<file path="src/rtl/axil_pkg.sv">
// Shared AXI-Lite interconnect definitions: master count, write-arbiter
// state encoding and the response code used for synthetic error replies.
package axil_pkg;

  localparam int NUMBER_MASTER = 4;

  localparam logic [1:0] AXIL_RESP_SLVERR = 2'b10;

  typedef enum logic [1:0] {
    IDLE,
    ADDR_DATA,
    RESP,
    ERR
  } axil_wr_arb_state_t;

endpackage

</file>
<file path="src/rtl/axil_rr_pick.sv">
// Combinational round-robin picker: finds the first set request bit after
// last_idx, wrapping modulo N. Shared by the read and write arbiters.
module axil_rr_pick #(
  parameter  int N  = axil_pkg::NUMBER_MASTER,
  localparam int IW = $clog2(N)
) (
  input  logic [N-1:0]  request,
  input  logic [IW-1:0] last_idx,
  output logic [N-1:0]  grant,
  output logic [IW-1:0] grant_idx,
  output logic          valid
);

  logic [IW-1:0] cand;

  // Scan candidates last_idx+1 .. last_idx+N and keep the first requester.
  always_comb begin
    // NOTE: every output gets a default before any branch, so no path
    // through the block leaves a value held and no latch is inferred.
    grant     = '0;
    grant_idx = '0;
    valid     = 1'b0;
    cand      = '0;
    for (int i = 1; i <= N; i++) begin
      cand = IW'((int'(last_idx) + i) % N);
      if (!valid && request[cand]) begin
        valid       = 1'b1;
        grant[cand] = 1'b1;
        grant_idx   = cand;
      end
    end
  end

endmodule

</file>
<file path="src/rtl/axil_arbiter_rr_wr_wdog.sv">
// Round-robin write-channel arbiter. Holds the grant over a full AW/W/B
// transaction and aborts a stalled one with a synthetic SLVERR B response.
module axil_arbiter_rr_wr_wdog #(
  parameter  int NUMBER_MASTER  = axil_pkg::NUMBER_MASTER,
  parameter  int TIMEOUT_CYCLES = 256,
  localparam int IDX_W          = $clog2(NUMBER_MASTER),
  localparam int WD_W           = $clog2(TIMEOUT_CYCLES)
) (
  input  logic                     aclk,
  input  logic                     aresetn,
  input  logic [NUMBER_MASTER-1:0] request_wr,
  output logic [NUMBER_MASTER-1:0] grant_wr,
  output logic [IDX_W-1:0]         grant_idx,
  input  logic                     s_axil_awvalid,
  input  logic                     s_axil_awready,
  input  logic                     s_axil_wvalid,
  input  logic                     s_axil_wready,
  input  logic                     s_axil_bvalid,
  input  logic [NUMBER_MASTER-1:0] m_axil_bready,
  output logic [NUMBER_MASTER-1:0] err_bvalid,
  output logic                     timeout
);

  import axil_pkg::*;

  localparam logic [WD_W-1:0] WD_MAX = WD_W'(TIMEOUT_CYCLES - 1);

  axil_wr_arb_state_t       state_q, state_d;
  logic [NUMBER_MASTER-1:0] grant_q, grant_d;
  logic [NUMBER_MASTER-1:0] err_q, err_d;
  logic [IDX_W-1:0]         idx_q, idx_d;
  logic [IDX_W-1:0]         last_q, last_d;
  logic [WD_W-1:0]          wd_q, wd_d;
  logic                     aw_done_q, aw_done_d;
  logic                     w_done_q, w_done_d;
  logic                     timeout_q, timeout_d;

  logic [NUMBER_MASTER-1:0] pick_grant;
  logic [IDX_W-1:0]         pick_idx;
  logic                     pick_valid;

  logic aw_hs, w_hs, b_hs, err_hs, wd_expired;

  axil_rr_pick #(.N(NUMBER_MASTER)) u_pick (
    .request   (request_wr),
    .last_idx  (last_q),
    .grant     (pick_grant),
    .grant_idx (pick_idx),
    .valid     (pick_valid)
  );

  assign aw_hs      = s_axil_awvalid && s_axil_awready;
  assign w_hs       = s_axil_wvalid && s_axil_wready;
  assign b_hs       = s_axil_bvalid && m_axil_bready[idx_q];
  assign err_hs     = m_axil_bready[idx_q];
  assign wd_expired = (wd_q == WD_MAX);

  // Next-state and next-output logic; a completing handshake beats expiry.
  always_comb begin
    state_d   = state_q;
    grant_d   = grant_q;
    err_d     = err_q;
    idx_d     = idx_q;
    last_d    = last_q;
    wd_d      = wd_q;
    aw_done_d = aw_done_q;
    w_done_d  = w_done_q;
    timeout_d = 1'b0;
    case (state_q)
      IDLE: begin
        if (pick_valid) begin
          state_d   = ADDR_DATA;
          grant_d   = pick_grant;
          idx_d     = pick_idx;
          last_d    = pick_idx;
          wd_d      = '0;
          aw_done_d = 1'b0;
          w_done_d  = 1'b0;
        end
      end
      ADDR_DATA: begin
        aw_done_d = aw_done_q || aw_hs;
        w_done_d  = w_done_q || w_hs;
        // Saturate so a late completion keeps RESP inside the same window.
        wd_d      = wd_expired ? wd_q : wd_q + WD_W'(1);
        if (aw_done_d && w_done_d) begin
          state_d = RESP;
        end else if (wd_expired) begin
          state_d   = ERR;
          grant_d   = '0;
          err_d     = grant_q;
          timeout_d = 1'b1;
        end
      end
      RESP: begin
        wd_d = wd_expired ? wd_q : wd_q + WD_W'(1);
        if (b_hs) begin
          state_d = IDLE;
          grant_d = '0;
        end else if (wd_expired) begin
          state_d   = ERR;
          grant_d   = '0;
          err_d     = grant_q;
          timeout_d = 1'b1;
        end
      end
      ERR: begin
        if (err_hs) begin
          state_d = IDLE;
          err_d   = '0;
        end
      end
      default: state_d = IDLE;
    endcase
  end

  // State and output registers with synchronous active-low reset.
  always_ff @(posedge aclk) begin
    if (!aresetn) begin
      state_q   <= IDLE;
      grant_q   <= '0;
      err_q     <= '0;
      idx_q     <= '0;
      last_q    <= IDX_W'(NUMBER_MASTER - 1);
      wd_q      <= '0;
      aw_done_q <= 1'b0;
      w_done_q  <= 1'b0;
      timeout_q <= 1'b0;
    end else begin
      // NOTE: non-blocking assignments so every register samples the
      // pre-edge values regardless of statement order.
      state_q   <= state_d;
      grant_q   <= grant_d;
      err_q     <= err_d;
      idx_q     <= idx_d;
      last_q    <= last_d;
      wd_q      <= wd_d;
      aw_done_q <= aw_done_d;
      w_done_q  <= w_done_d;
      timeout_q <= timeout_d;
    end
  end

  assign grant_wr   = grant_q;
  assign grant_idx  = idx_q;
  assign err_bvalid = err_q;
  assign timeout    = timeout_q;

endmodule
</file>
<file path="config.mk">
export PLATFORM = sky130hd
export DESIGN_NAME = axil_arbiter_rr_wr_wdog
export DESIGN_NICKNAME = d
export VERILOG_FILES = /design/src/rtl/axil_pkg.sv /design/src/rtl/axil_rr_pick.sv /design/src/rtl/axil_arbiter_rr_wr_wdog.sv
export SDC_FILE = /design/constraint.sdc
export NUM_CORES = 1
export LEC_CHECK = 0
export CAP_MARGIN = 25
export CORE_ASPECT_RATIO = 0.6
export CORE_MARGIN = 1.5
export CORE_UTILIZATION = 49
export CTS_CLUSTER_DIAMETER = 40
export CTS_CLUSTER_SIZE = 25
export DETAILED_ROUTE_END_ITERATION = 12
export MAX_ROUTING_LAYER = met4
export PLACE_DENSITY_LB_ADDON = 0.1
export SYNTH_ARGS = -nofsm -noshare
export SYNTH_HDL_FRONTEND = slang
export SYNTH_SLANG_ARGS = --single-unit
</file>
<file path="constraint.sdc">
create_clock -name aclk -period 2.2 [get_ports aclk]
set_input_delay 0.44 -clock aclk [delete_from_list [all_inputs] [get_ports aclk]]
set_output_delay 0.44 -clock aclk [all_outputs]
set_load 0.1 [all_outputs]
</file>
-- Yosys cells after proc, flatten, opt, wreduce, memory -nomap -nowiden
Cells that the tools add are included.
- output and inout bits: 11
- register bits: 25
- word-level logic and storage cells: 119
- input port bits: 15
- add/subtract/negate cells: 5
- multiplexer cells: 56
- reduce and logical (&&, ||, !) cells: 28
- magnitude comparators: 9
- eq/ne operators: 9
- bitwise gates (word level): 3
- operators with widths (cell ; count):
    $mux 4 ; 12
    $pmux 4 s3 ; 2
    $mux 2 ; 9
    $mux 1 ; 17
    $mux 8 ; 2
    $pmux 8 s2 ; 1
    $lt 2x3->1 const B ; 5
    $or 4x4->4 ; 3
    $logic_and 1x1->1 ; 11
    $bmux 1 s2 ; 5
    $ne 2x2->1 const B ; 5
    $add 8x1->8 const B ; 1
    $demux 1 s2 ; 4
    $eq 8x8->1 const B ; 1
    $ge 2x1->1 const B ; 4
    $pmux 2 s4 ; 1
    $pmux 1 s2 ; 3
    $reduce_and 2->1 ; 3
    $reduce_and 3->1 ; 2
    $reduce_bool 3->1 ; 2
    $add 2x1->2 const B ; 2
    $add 2x2->2 const B ; 2
    $eq 2x2->1 const B ; 2
    $reduce_and 4->1 ; 1
    other kinds (6) ; 10

-- Logic depth before layout (Yosys ltp)
Gate-level depths: netlist of the first run.
- word-level depth: 15
- gate-level depth with buffers: 9

-- Hierarchy
Synthesis of the first run repeated with hierarchy kept, for this count alone.
- cell total of the unflattened synthesis: 223
- area total of the unflattened synthesis: 1885.6 um2
- by module, submodules not included (module ; instances ; area each (um2) ; cells an instance):
    axil_arbiter_rr_wr_wdog ; 1 ; 1360.1 ; 155
    axil_rr_pick ; 1 ; 525.5 ; 68

-- Worst setup path before layout of the first run
OpenSTA, ideal clock, no wires.
- path type: register -> register
- start point: register idx_q[0] (netlist: grant_idx[0])
- end point: register err_q[0] (netlist: err_bvalid[0])
- cell stages (with the launch flop): 6
- arrival time: 2.347 ns
- data required time: 2.078 ns
- slack: -0.268 ns
- path through: dfxtp_1 > mux4_2 > and3_1 > or3_1 > buf_6 > mux2i_1
- longest elaborated chain between the ends: 5
- RTL lines (item ; line ; source):
    from (decl) ; axil_arbiter_rr_wr_wdog.sv:31 ; logic [IDX_W-1:0] idx_q, idx_d;
    from (signal assigned) ; axil_arbiter_rr_wr_wdog.sv:135 ; idx_q <= idx_d;
    $bmux 1 s2 (*) ; axil_arbiter_rr_wr_wdog.sv:54, axil_arbiter_rr_wr_wdog.sv:55 ;
    $mux 1 (implied by the code) (*) ; axil_arbiter_rr_wr_wdog.sv:54, axil_arbiter_rr_wr_wdog.sv:55 ;
    $logic_and 1x1->1 ; axil_arbiter_rr_wr_wdog.sv:54 ; assign b_hs = s_axil_bvalid && m_axil_bready[idx_q];
    $ne 2x2->1 (no line) ; - ;
    $reduce_and 4->1 (no line) (*) ; - ;
    to (signal assigned) ; axil_arbiter_rr_wr_wdog.sv:134 ; err_q <= err_d;
    to (decl) ; axil_arbiter_rr_wr_wdog.sv:30 ; logic [NUMBER_MASTER-1:0] err_q, err_d;
Every way passes the cells marked *; elsewhere a longest branch is shown, timed or not. The select of a mux whose other input is x is not followed.
A chain may end at the register's enable or synchronous reset.

-- Final worst setup path of the first run
- start point: input request_wr[0]
- end point: register grant_q[3] (netlist: grant_wr[3])
- longest elaborated chain between the ends: 14
- RTL lines (item ; line ; source):
    from (decl) ; axil_arbiter_rr_wr_wdog.sv:11 ; input logic [NUMBER_MASTER-1:0] request_wr,
    $bmux 1 s2 ; axil_rr_pick.sv:26 ; if (!valid && request[cand]) begin
    $mux 1 (implied by the code) ; axil_rr_pick.sv:26 ;
    $mux 1 ; axil_rr_pick.sv:26 ;
    $logic_not 1->1 ; axil_rr_pick.sv:26 ;
    $logic_and 1x1->1 ; axil_rr_pick.sv:26 ;
    $mux 1 ; axil_rr_pick.sv:26 ;
    $logic_not 1->1 ; axil_rr_pick.sv:26 ;
    $logic_and 1x1->1 ; axil_rr_pick.sv:26 ;
    $mux 1 ; axil_rr_pick.sv:26 ;
    $logic_not 1->1 ; axil_rr_pick.sv:26 ;
    $logic_and 1x1->1 ; axil_rr_pick.sv:26 ;
    $mux 4 or $mux 1 (tied branches) ; axil_rr_pick.sv:26 ;
    $mux 4 or $ne 2x2->1 (tied branches) ; - ;
    $pmux 4 s3 or $reduce_and 3->1 (tied branches) ; - ;
    to (signal assigned) ; axil_arbiter_rr_wr_wdog.sv:133 ; grant_q <= grant_d;
    to (decl) ; axil_arbiter_rr_wr_wdog.sv:29 ; logic [NUMBER_MASTER-1:0] grant_q, grant_d;
Parallel ways exist; a longest one is shown, timed or not. The select of a mux whose other input is x is not followed.

==> impl_metrics.env, run 1 <==
export IMPL_status="completed"
export IMPL_clkPwrFrac_pct=16.5
export IMPL_worst_slack_ps=111
export IMPL_drtIter0Drc=100
export IMPL_post_cts_buffers=0
export IMPL_crit_start="request_wr[0]"
export IMPL_required_ps=2430
export IMPL_die_x_um=82.4
export IMPL_finalSetupViolCount=0
export IMPL_dp_cells=295
export IMPL_final_cell_mix="33 x buf_4, 22 x dfxtp_1, 15 x nand2_1"
export IMPL_dp_hpwl_um=3630
export IMPL_path_delay_family="buffers and inverters"
export IMPL_cp_depth=7
export IMPL_cp_max_fo=7
export IMPL_hold_viol=0
export IMPL_coreArea_mm2=0.00364
export IMPL_synthMuxAreaShare_pct=7.29
export IMPL_min_from="grant_idx[1]"
export IMPL_routed_wl_um=4610
export IMPL_power_density_mw_per_mm2=764
export IMPL_gp_congestion=0.923
export IMPL_synth_top_family_by_area="simple AND/OR/NAND/NOR gates"
export IMPL_start_util_pct=50.9
export IMPL_insertion_delay_ps=280
export IMPL_dr_pass1_iters=4
export IMPL_grt_ovfl_total=0
export IMPL_worst_r2r_cell_count=7
export IMPL_avgRoutedWirePerCell_um=15.4
export IMPL_cts_tree="yes"
export IMPL_mostFrequentLayoutCell="buf_4"
export IMPL_synth_fa_ha_area_share_pct=9.45
export IMPL_synth_edf_count=0
export IMPL_crit_path_start_kind="primary input"
export IMPL_multiInputGateArea_mm2=0.00128
export IMPL_place_ws_ps=-237
export IMPL_grt_pass1_wl_um=7730
export IMPL_slowest_delay_ps=540
export IMPL_drtAntennaViolNets=0
export IMPL_route_detailed_drc=0
export IMPL_ys_seq_elements=25
export IMPL_synth_distinct_cells=55
export IMPL_leakage_nw=0.929
export IMPL_fmax_mhz=479
export IMPL_timing_rr_start="last_q[1]"
export IMPL_synth_compound_area_share_pct=24.1
export IMPL_area_sequential_um2=504
export IMPL_pin_count=26
export IMPL_p_sw_uw=783
export IMPL_grtUsageTotal_pct=24.9
export IMPL_synth_warning_count=0
export IMPL_ys_seq_area_share_pct=27.0
export IMPL_stdcell_area_mm2=0.00230
export IMPL_power_frac_seq_pct=30.9
export IMPL_dieArea_mm2=0.00417
export IMPL_fin_cells=299
export IMPL_arrival_ps=2320
export IMPL_worst_hold_path_type="flip-flop to flip-flop"
export IMPL_synth_xor_area_share_pct=2.84
export IMPL_clockBufferDepth=2
export IMPL_clockRootBuffer="clkbuf_8"
export IMPL_cts_sinks=25
export IMPL_slew_viol_final=0
export IMPL_via_per_inst=5.90
export IMPL_final_setup_skew_ps=10.8
export IMPL_antenna_cells=0
export IMPL_htreeDepth=1
export IMPL_vias=1765
export IMPL_area_growth_syn_to_layout_pct=24.2
export IMPL_netlist_area_mm2=0.00185
export IMPL_cap_violations=0
export IMPL_fill_cells=306
export IMPL_synth_simple_area_share_pct=24.7
export IMPL_grt_max_degree=19
export IMPL_synth_cells=213
export IMPL_total_power_mw=1.76
export IMPL_rsz0062_at_grt="no"
export IMPL_crit_type="primary input to flip-flop"
export IMPL_die_h_um=50.6
export IMPL_path_clk_slew_ps=100
export IMPL_cts_buffers=3
export IMPL_std_cell_rows=17
export IMPL_post_route_util_pct=63.3
export IMPL_hold_slack_ps=475
export IMPL_syn_nets=242
export IMPL_drive_gt1_share_pct=22.2
export IMPL_synthArstFlopShare_pct=0
export IMPL_cp_buffers_inverters=2
export IMPL_slew_headroom_pct=75.8
export IMPL_intPower_uw=976
export IMPL_worstHoldPathCells=2
export IMPL_switching_share_pct=44.5
export IMPL_slowest_stage="clkdlybuf4s50_1"
export IMPL_peakVddDrop_mv=0.677
export IMPL_synthFlopType="dfxtp_1"
export IMPL_nNetsFinal=282
export IMPL_fin_crit_ps=2090
export IMPL_end_kind="flip-flop"
export IMPL_antenna_found_initial=0
export IMPL_finalSetupTns_ps=0
export IMPL_synth_area_per_cell_um2=8.70
export IMPL_worstPathCellList="clkdlybuf4s50_1, buf_4, or3b_1, o21ai_0, nand3_1, a21oi_1, a221o_1"
export IMPL_postPlaceCellArea_mm2=0.00224
export IMPL_worst_pin_slew_ps=363
export IMPL_pwr_share_comb_pct=52.7
export IMPL_port_buffer_count=25
export IMPL_grt_pass1_vias=1656
export IMPL_post_route_period_util_pct=94.9
## repair_timing
| item | 4_1_cts | 5_1_grt |
|---|---|---|
| gates resized for setup | 0 | 2 |
| hold endpoints to repair | 0 | 0 |
| hold buffers | 0 | 0 |
| endpoints found under the setup margin | 0 | 6 |
## worst paths after layout
path / slack (ps) / to
setup reg to reg: 140 / grant_wr[3]
hold / removal: 480 / grant_idx[1]
setup / recovery: 110 / grant_wr[3]
hold reg to reg: 480 / grant_idx[1]
## final cells by class
| class | count | share of cell area (%) |
|---|---|---|
| multi-input cells | 169 | 55.4 |
| flip-flops and latches | 25 | 21.9 |
| repair buffers | 47 | 16.8 |
| well taps | 47 | 2.55 |
| clock buffers | 3 | 1.79 |
| inverters | 7 | 1.14 |
| clock inverters | 1 | 0.326 |
## power groups by stage
| stage | combinational (mW) | sequential, mW | clock (mW) |
|---|---|---|---|
| 4_1_cts | 0.917 | 0.542 | 0.290 |
| 5_1_grt | 1.00 | 0.551 | 0.308 |
| 3_3_place_gp | 0.896 | 0.548 | 0 |
| 3_5_place_dp | 0.912 | 0.553 | 0 |
| 6_report | 0.926 | 0.543 | 0.289 |
| 2_1_floorplan | 0.462 | 0.751 | 0 |
## metal layers
| metal | vias to the layer above | wire length, µm | global-route usage [%] |
|---|---|---|---|
| met1 | 819 | 2270 | 35.2 |
| met3 | 6 | 385 | 6.55 |
| li1 | 869 | - | - |
| met5 | - | 0 | - |
| met2 | 71 | 1930 | 35.5 |
| met4 | 0 | 34 | 4.80 |
## worst reg2reg max path, stage by stage, from the launching register on
cell     delay (ps)
dfxtp_1         320
inv_1           210
ha_2            390
or3b_1          350
o21ai_0          90
nand3_1         100
a21oi_1         340
a221o_1         220
## Yosys cell counts, types with 5 or more instances
library cell	number	area share, %
nand2b_1	6	2.0
ha_1	14	9.5
o21ai_0	11	3.0
nor2_1	13	2.6
mux2i_1	9	4.9
dfxtp_1	25	27
nand3_1	14	3.8
a21oi_1	6	1.6
xnor2_1	6	2.8
inv_1	7	1.4
nand3b_1	8	3.2
clkbuf_1	6	1.2
buf_2	5	1.4
nand2_1	15	3.0
## logic make-up (layout without fill, tap and decap cells)
logic type,Yosys count,after routing
fa+ha+maj,14,14
xor+xnor,6,6
simple gates,80,80
mux,12,12
flops,25,25
compound gates,57,57
buf+inv,19,58
## flip-flops by register name, indices dropped and copies added, names as in the netlist
register	cells
wd_q	8
err_bvalid	4
grant_wr	4
grant_idx	2
last_q	2
state_q	2
aw_done_q	1
timeout	1
w_done_q	1
Note: power is estimated with default switching activity, not from simulation.
==> run 2, diff against run 1 <==
CORE_UTILIZATION = 45   (was 49)
CTS_CLUSTER_DIAMETER = default   (was 40)
RECOVER_POWER = 25   (was default)
==> impl_metrics.env, run 2 (same netlist as run 1, synthesis figures left out) <==
export IMPL_cap_violations=0
export IMPL_clkPwrFrac_pct=16.3
export IMPL_fin_cells=299
export IMPL_path_clk_slew_ps=90
export IMPL_top_register="wd_q"
export IMPL_status="completed"
export IMPL_p_sw_uw=788
export IMPL_total_power_mw=1.75
export IMPL_die_h_um=52.7
export IMPL_die_x_um=85.8
export IMPL_final_cell_mix="24 x buf_4, 22 x dfxtp_1, 15 x nand2_1"
export IMPL_routed_wl_um=4920
export IMPL_slew_viol_final=0
export IMPL_finalSetupViolCount=0
export IMPL_slew_headroom_pct=64.1
export IMPL_topRoutingLayerUsed="met3"
export IMPL_grt_pass1_vias=1655
export IMPL_via_per_inst=5.97
export IMPL_worst_slack_ps=77.3
export IMPL_dr_pass1_iters=5
export IMPL_hold_viol=0
export IMPL_cp_max_fo=14
export IMPL_cts_sinks=25
export IMPL_fin_crit_ps=2120
export IMPL_slowest_stage="clkdlybuf4s50_1"
export IMPL_dp_cells=295
export IMPL_grtUsageTotal_pct=23.4
export IMPL_power_density_mw_per_mm2=767
export IMPL_insertion_delay_ps=270
export IMPL_worst_hold_path_type="flip-flop to flip-flop"
export IMPL_switching_share_pct=45.0
export IMPL_dp_hpwl_um=3750
export IMPL_fill_cells=331
export IMPL_place_ws_ps=-214
export IMPL_antenna_found_initial=0
export IMPL_crit_path_start_kind="primary input"
export IMPL_clockRootBuffer="clkbuf_8"
export IMPL_leakage_nw=0.922
export IMPL_worst_pin_slew_ps=541
export IMPL_drtAntennaViolNets=0
export IMPL_largest_register_ffs=8
export IMPL_final_setup_skew_ps=3.50
export IMPL_required_ps=2350
export IMPL_drtIter0Drc=115
export IMPL_avgRoutedWirePerCell_um=16.5
export IMPL_grt_pass1_wl_um=7890
export IMPL_cp_buffers_inverters=2
export IMPL_gp_congestion=1.01
export IMPL_grt_max_degree=19
export IMPL_pwr_share_comb_pct=52.8
export IMPL_nNetsFinal=282
export IMPL_arrival_ps=2280
export IMPL_crit_type="primary input to flip-flop"
export IMPL_wl_met2_um=2130
export IMPL_worstPathCellList="clkdlybuf4s50_1, buf_4, or3_1, o22ai_2, or2_2, o41ai_2, a21boi_1"
export IMPL_route_detailed_drc=0
export IMPL_slowest_delay_ps=490
export IMPL_route_met3_wl_um=343
export IMPL_pin_count=26
export IMPL_post_route_period_util_pct=96.5
export IMPL_port_buffer_count=25
export IMPL_htreeDepth=1
export IMPL_post_route_util_pct=60.0
export IMPL_met1Wirelength_um=2450
export IMPL_end_kind="flip-flop"
export IMPL_cts_buffers=3
export IMPL_peakVddDrop_mv=0.557
export IMPL_area_growth_syn_to_layout_pct=23.2
export IMPL_dieArea_mm2=0.00452
export IMPL_antenna_cells=0
export IMPL_start_util_pct=48.7
export IMPL_vias=1784
export IMPL_std_cell_rows=17
export IMPL_drive_gt1_share_pct=22.6
export IMPL_area_sequential_um2=504
export IMPL_grt_ovfl_total=0
export IMPL_coreArea_mm2=0.00381
export IMPL_fmax_mhz=471
export IMPL_path_delay_family="buffers and inverters"
export IMPL_clockBufferDepth=2
export IMPL_intPower_uw=964
export IMPL_mostFrequentLayoutCell="buf_4"
export IMPL_cts_tree="yes"
export IMPL_multiInputGateArea_mm2=0.00128
export IMPL_power_frac_seq_pct=30.9
## run 2: cell count changes in the layout (fill, tap and decap cells not counted)
cell / change
a21oi_2: +1
a21oi_1: -1
clkbuf_2: +9
buf_4: -9
## run 2: metrics by stage
stage	instance area (µm²)	TNS, ps	hold WS, ps
floorplan	1860	0	453
global placement	2240	-1600	446
detailed placement	2240	-2410	467
CTS	2290	0	482
global route	2280	-1.89	491
finish	2280	0	477
## run 2: final timing paths
kind	startpoint	endpoint	slack, ps	cells past startpoint
setup / recovery	request_wr[3]	grant_idx[1]	80	7
hold / removal	err_bvalid[0]	err_bvalid[0]	480	2
setup reg to reg	last_q[1]	grant_idx[1]	110	7
hold reg to reg	err_bvalid[0]	err_bvalid[0]	480	2
## run 2: timing repair
action,in CTS,in global routing
setup endpoints to repair,0,5
gates resized for setup,0,3
hold endpoints to repair,0,0
hold buffers,0,0
buffers inserted,0,0
## run 2: worst register-to-register path, stage by stage, from the launching register on
cell and delay (ps):
dfxtp_1 320, inv_1 210, ha_2 400, and4bb_1 230
a311oi_1 270, nor3_1 110, o41ai_2 330, a21boi_1 100
## run 2: layer usage
| layer | up-vias | GRT usage (%) |
|---|---|---|
| li1 | 874 | - |
| met1 | 842 | 32.5 |
| met2 | 68 | 34.9 |
| met3 | 0 | 6.14 |
| met4 | 0 | 3.76 |
| met5 | - | - |
## run 2: cell type report
| type | instances | area share (%) |
|---|---|---|
| well taps | 47 | 2.58 |
| repair buffers | 47 | 16.0 |
| multi-input cells | 169 | 56.1 |
| clock buffers | 3 | 1.81 |
| clock inverters | 1 | 0.329 |
| inverters | 7 | 1.15 |
| flip-flops and latches | 25 | 22.1 |
## run 2: power by group through the flow
stage / Clock [mW] / Combinational, mW / Sequential, mW
3_5_place_dp: 0 / 0.914 / 0.552
2_1_floorplan: 0 / 0.462 / 0.751
3_3_place_gp: 0 / 0.899 / 0.549
6_report: 0.285 / 0.925 / 0.541
5_1_grt: 0.305 / 0.988 / 0.548
4_1_cts: 0.290 / 0.919 / 0.541
==> run 3, diff against run 2 <==
HOLD_SLACK_MARGIN = 0.12   (was default)
REMOVE_ABC_BUFFERS = 1   (was default)
==> impl_metrics.env, run 3 (same netlist as run 1, synthesis figures left out) <==
export IMPL_status="completed"
export IMPL_die_h_um=52.7
export IMPL_routed_wl_um=4570
export IMPL_clockBufferDepth=2
export IMPL_largest_register_ffs=8
export IMPL_fmax_mhz=471
export IMPL_port_buffer_count=25
export IMPL_dr_pass1_iters=5
export IMPL_place_ws_ps=-176
export IMPL_cts_buffers=3
export IMPL_path_clk_slew_ps=80
export IMPL_arrival_ps=2340
export IMPL_avgRoutedWirePerCell_um=15.1
export IMPL_antenna_found_initial=0
export IMPL_htreeDepth=1
export IMPL_cts_sinks=25
export IMPL_clockRootBuffer="clkbuf_8"
export IMPL_fin_crit_ps=2120
export IMPL_post_route_period_util_pct=96.5
export IMPL_peakVddDrop_mv=0.535
export IMPL_insertion_delay_ps=260
export IMPL_cts_tree="yes"
export IMPL_gp_congestion=0.970
export IMPL_coreArea_mm2=0.00381
export IMPL_finalSetupViolCount=0
export IMPL_route_detailed_drc=0
export IMPL_post_cts_buffers=0
export IMPL_crit_path_start_kind="primary input"
export IMPL_via_per_inst=5.87
export IMPL_worst_hold_path_type="flip-flop to flip-flop"
export IMPL_slew_viol_final=0
export IMPL_required_ps=2410
export IMPL_final_cell_mix="28 x buf_4, 25 x dfxtp_1, 15 x nand2_1"
export IMPL_grt_ovfl_total=0
export IMPL_fill_cells=319
export IMPL_crit_type="primary input to flip-flop"
export IMPL_crit_start="request_wr[1]"
export IMPL_worst_pin_slew_ps=1170
export IMPL_vias=1774
export IMPL_hold_viol=0
export IMPL_power_density_mw_per_mm2=757
export IMPL_cap_violations=0
export IMPL_dieArea_mm2=0.00452
export IMPL_grt_pass1_wl_um=7880
export IMPL_post_route_util_pct=60.9
export IMPL_start_util_pct=48.7
export IMPL_min_from="err_bvalid[1]"
export IMPL_nNetsFinal=285
export IMPL_hold_slack_ps=474
export IMPL_worst_slack_ps=77.8
export IMPL_end_kind="flip-flop"
export IMPL_antenna_cells=0
export IMPL_cp_max_fo=6
export IMPL_grt_max_degree=19
export IMPL_pin_count=26
export IMPL_grtUsageTotal_pct=22.9
export IMPL_timing_rr_start="last_q[1]"
export IMPL_drtIter0Drc=148
export IMPL_std_cell_rows=17
export IMPL_slew_headroom_pct=22.4
export IMPL_grt_pass1_vias=1673
export IMPL_dp_hpwl_um=3670
export IMPL_leakage_nw=0.939
export IMPL_mostFrequentLayoutCell="buf_4"
export IMPL_drtAntennaViolNets=0
export IMPL_rsz0062_at_grt="no"
export IMPL_final_setup_skew_ps=1.16
export IMPL_area_growth_syn_to_layout_pct=25.1
export IMPL_die_x_um=85.8
export IMPL_top_register="wd_q"
export IMPL_drive_gt1_share_pct=21.2
[run 3: changes by cell type in the layout (fill, tap and decap cells not counted), sizes merged]
cell      change
buf           +4
clkinvlp      -1
[run 3: timing repair]
action,CTS,global route
hold buffers,0,0
endpoints found under the setup margin,0,6
gates resized for setup,0,4
hold endpoints to repair,0,0
[run 3: area by class of cell]
cell class                 instances  area (µm²)  area share [%]
clock buffer                       4        45.0            1.94
timing repair buffer              50         389            16.8
inverter                           7        26.3            1.13
multi-input combinational        169        1300            56.0
sequential                        25         500            21.6
tap                               47        58.8            2.54
[run 3: per-layer routing]
metal	vias up	part of all wire [%]	routed length, µm	track usage (%)
met2	66	41	1860	33.7
met3	2	6.6	302	5.20
met4	0	0.31	14	3.49
li1	886	-	-	-
met5	-	0	0	-
met1	820	52	2390	32.6
[run 3: stage by stage]
step	setup TNS, ps	std cells	total power [mW]	area (µm²)
6_report	0	302	1.76	2320
2_1_floorplan	-1700	201	1.17	1790
4_1_cts	0	302	1.75	2310
3_3_place_gp	-1750	298	1.46	2260
5_1_grt	0	302	1.88	2320
3_5_place_dp	-2380	298	1.49	2260
[run 3: critical path, cell delays in order]
cell and delay, ps:
clkdlybuf4s50_1 550, or3b_1 430, a2111oi_4 390, buf_4 190, o21ai_0 70, a31oi_1 140
a221o_1 120
[run 3: path summary, 6_finish.rpt]
kind | end | slack, ps | cells after the start
max | grant_wr[1] | 80 | 7
max reg2reg | grant_wr[3] | 180 | 8
min | err_bvalid[1] | 470 | 2
min reg2reg | err_bvalid[1] | 470 | 2
[run 3: report_power, final]
part | total [mW] | internal, mW | switching, mW
registers | 0.539 | 0.499 | 0.0397
logic | 0.952 | 0.359 | 0.594
clock network | 0.264 | 0.129 | 0.135
total | 1.76 | 0.988 | 0.768
==> RTL change: new RTL, flow settings as in run 2 <==
Encoding of `axil_wr_arb_state_t`: now one-hot (4 bits for 4 states).
--- a/src/rtl/axil_pkg.sv
+++ b/src/rtl/axil_pkg.sv
@@ -6,11 +6,11 @@
 
   localparam logic [1:0] AXIL_RESP_SLVERR = 2'b10;
 
-  typedef enum logic [1:0] {
-    IDLE,
-    ADDR_DATA,
-    RESP,
-    ERR
+  typedef enum logic [3:0] {
+    IDLE      = 4'b0001,
+    ADDR_DATA = 4'b0010,
+    RESP      = 4'b0100,
+    ERR       = 4'b1000
   } axil_wr_arb_state_t;
 
 endpackage
Behaviour: no difference found for any inputs over 10 cycles, from zero or initial values and one cycle with aresetn low; not proved beyond that.
==> RTL change against run 2 <==
- the run now ends with DRC left
- sequential cell count up 2
- cell area increased by 1.4%
- register-to-register slack improved by 80 ps
- clock power decreased by 2%
- synthesized area decreased by 0.47%
- non-clock buffer count grew 5
- worst setup slack better by 42 ps
- routed wire length fell by 3.0%
- clock skew rose by 4.4 ps
- count of clock-buffer cells in the layout up 1
- total power increased by 22%
- critical endpoint is now last_q[0]
- largest power group unchanged
- highest routed layer is now met4
==> RTL change: results (changes against run 2) <==
Hold path
  • Worst Hold End: err_bvalid[1]
  • Worst Hold Depth: 1 (-1)
  • Hold_sp: err_bvalid[1]

Detailed routing
  • DRC: 2 (+2)
  • Initial DRT Pass Iterations: 10 (+5)
  • Vias: 1846 (+3.5%)

STA
  • Fin worst setup slack: 119 ps (+41.7 ps)
  • WHS: 471 ps (-6.39 ps)
  • Clock Skews: 7.85 ps (+4.35 ps)

Final layout
  • Fraction of layout cells with a size suffix above 1: 21.8% (-0.85 points)
  • Nets@finish: 296 (+5.0%)
  • Post-Layout Cell Count: 318 (+6.4%)

Place
  • Hpwl dp: 3750 um (about the same)
  • Gp weighted congestion: 0.845 (-16%)
  • Setup WS pre-CTS: -240 ps (-25.5 ps)

Run status
  • Failing checks: DRC
  • Run status: finished with violations

Power and ir drop
  • Peak VDD IR: 0.608 mV (+9.2%)

Global routing
  • Met1 Track Usage GR: 37.9% (+5.4 points)
  • GRT Overall Usage: 23.4% (-0.061 points)
  • First-pass GRT wire length: 7830 um (-0.70%)
  • Vias in the first global route: 1533 (-7.4%)

Yosys
  • Commonest cells post-synth: nand2_1, dfxtp_1, nor2_1
  • Compound-gate portion of the synthesized area: 22.0% (-2.1 points)
  • Synth unique cells: 50 (-9.1%)
  • Synthesized instance count: 225 (+5.6%)
  • Syn Nets: 249 (+2.9%)
  • Main area contributors after synthesis: dfxtp_1, nand2_1, ha_1
  • Post-Synth XOR/XNOR Area: 4.21% (+1.4 points)
  • Mux contribution to synthesized area: 4.75% (-2.5 points)
  • Seq/Total Area, Yosys: 29.3% (+2.3 points)

Worst setup path
  • R2R setup slack: 190 ps (+80 ps)
## RTL change: changes by cell type after synthesis, moves of 5 or more
cell      delta
nand2_1     +16
nand3b_1     -7
a21oi_1      +6
nor2_1      +10
mux2i_1      -7
ha_1         -5
## RTL change: worst max-delay path: stages
cell             delay, ps
clkdlybuf4s50_1        530
or3b_2                 450
a2111o_1               440
nand3_2                160
o2bb2ai_1              100
o211ai_1               160
## RTL change: where the power goes
group,total (mW),internal (mW),switching [mW],leakage [nW]
registers,0.613,0.549,0.0634,0.220
clock network,0.280,0.130,0.150,0.0228
logic,1.24,0.469,0.767,0.694
## RTL change: worst max-delay path by stage
stage,to,cells after the start,start
2_1_floorplan,err_bvalid[0],5,grant_idx[1]
3_3_place_gp,last_q[0],6,request_wr[1]
3_5_place_dp,last_q[0],6,request_wr[1]
4_1_cts,last_q[0],6,request_wr[1]
5_1_grt,wd_q[2],7,request_wr[1]
6_report,last_q[0],6,request_wr[1]
## RTL change: layer usage
| layer | vias to the layer above | part of all wire [%] |
|---|---|---|
| li1 | 919 | - |
| met1 | 835 | 56 |
| met2 | 88 | 35 |
| met3 | 4 | 7.9 |
| met4 | 0 | 0.71 |
| met5 | - | 0 |
## RTL change: cell type report
type | count | area, um^2
Clock buffer | 4 | 45.0
Fill cell | 347 | 1470
Inverter | 9 | 33.8
Multi-Input combinational cell | 179 | 1230
Sequential cell | 27 | 542
Tap cell | 47 | 58.8
Timing Repair Buffer | 52 | 403
## RTL change: timing repair
action,in CTS,in global routing
endpoints found under the setup margin,0,2
hold endpoints to repair,0,0
gates resized for setup,0,1
## RTL change: kinds of logic after synthesis
family                     count (synthesis)
and+or+nand+nor                          102
AOI/OAI and AO/OA                         54
DFF                                       27
buffers and inverters                     19
adders and majority gates                  9
xor gates and xnor gates                   8
muxes                                      6
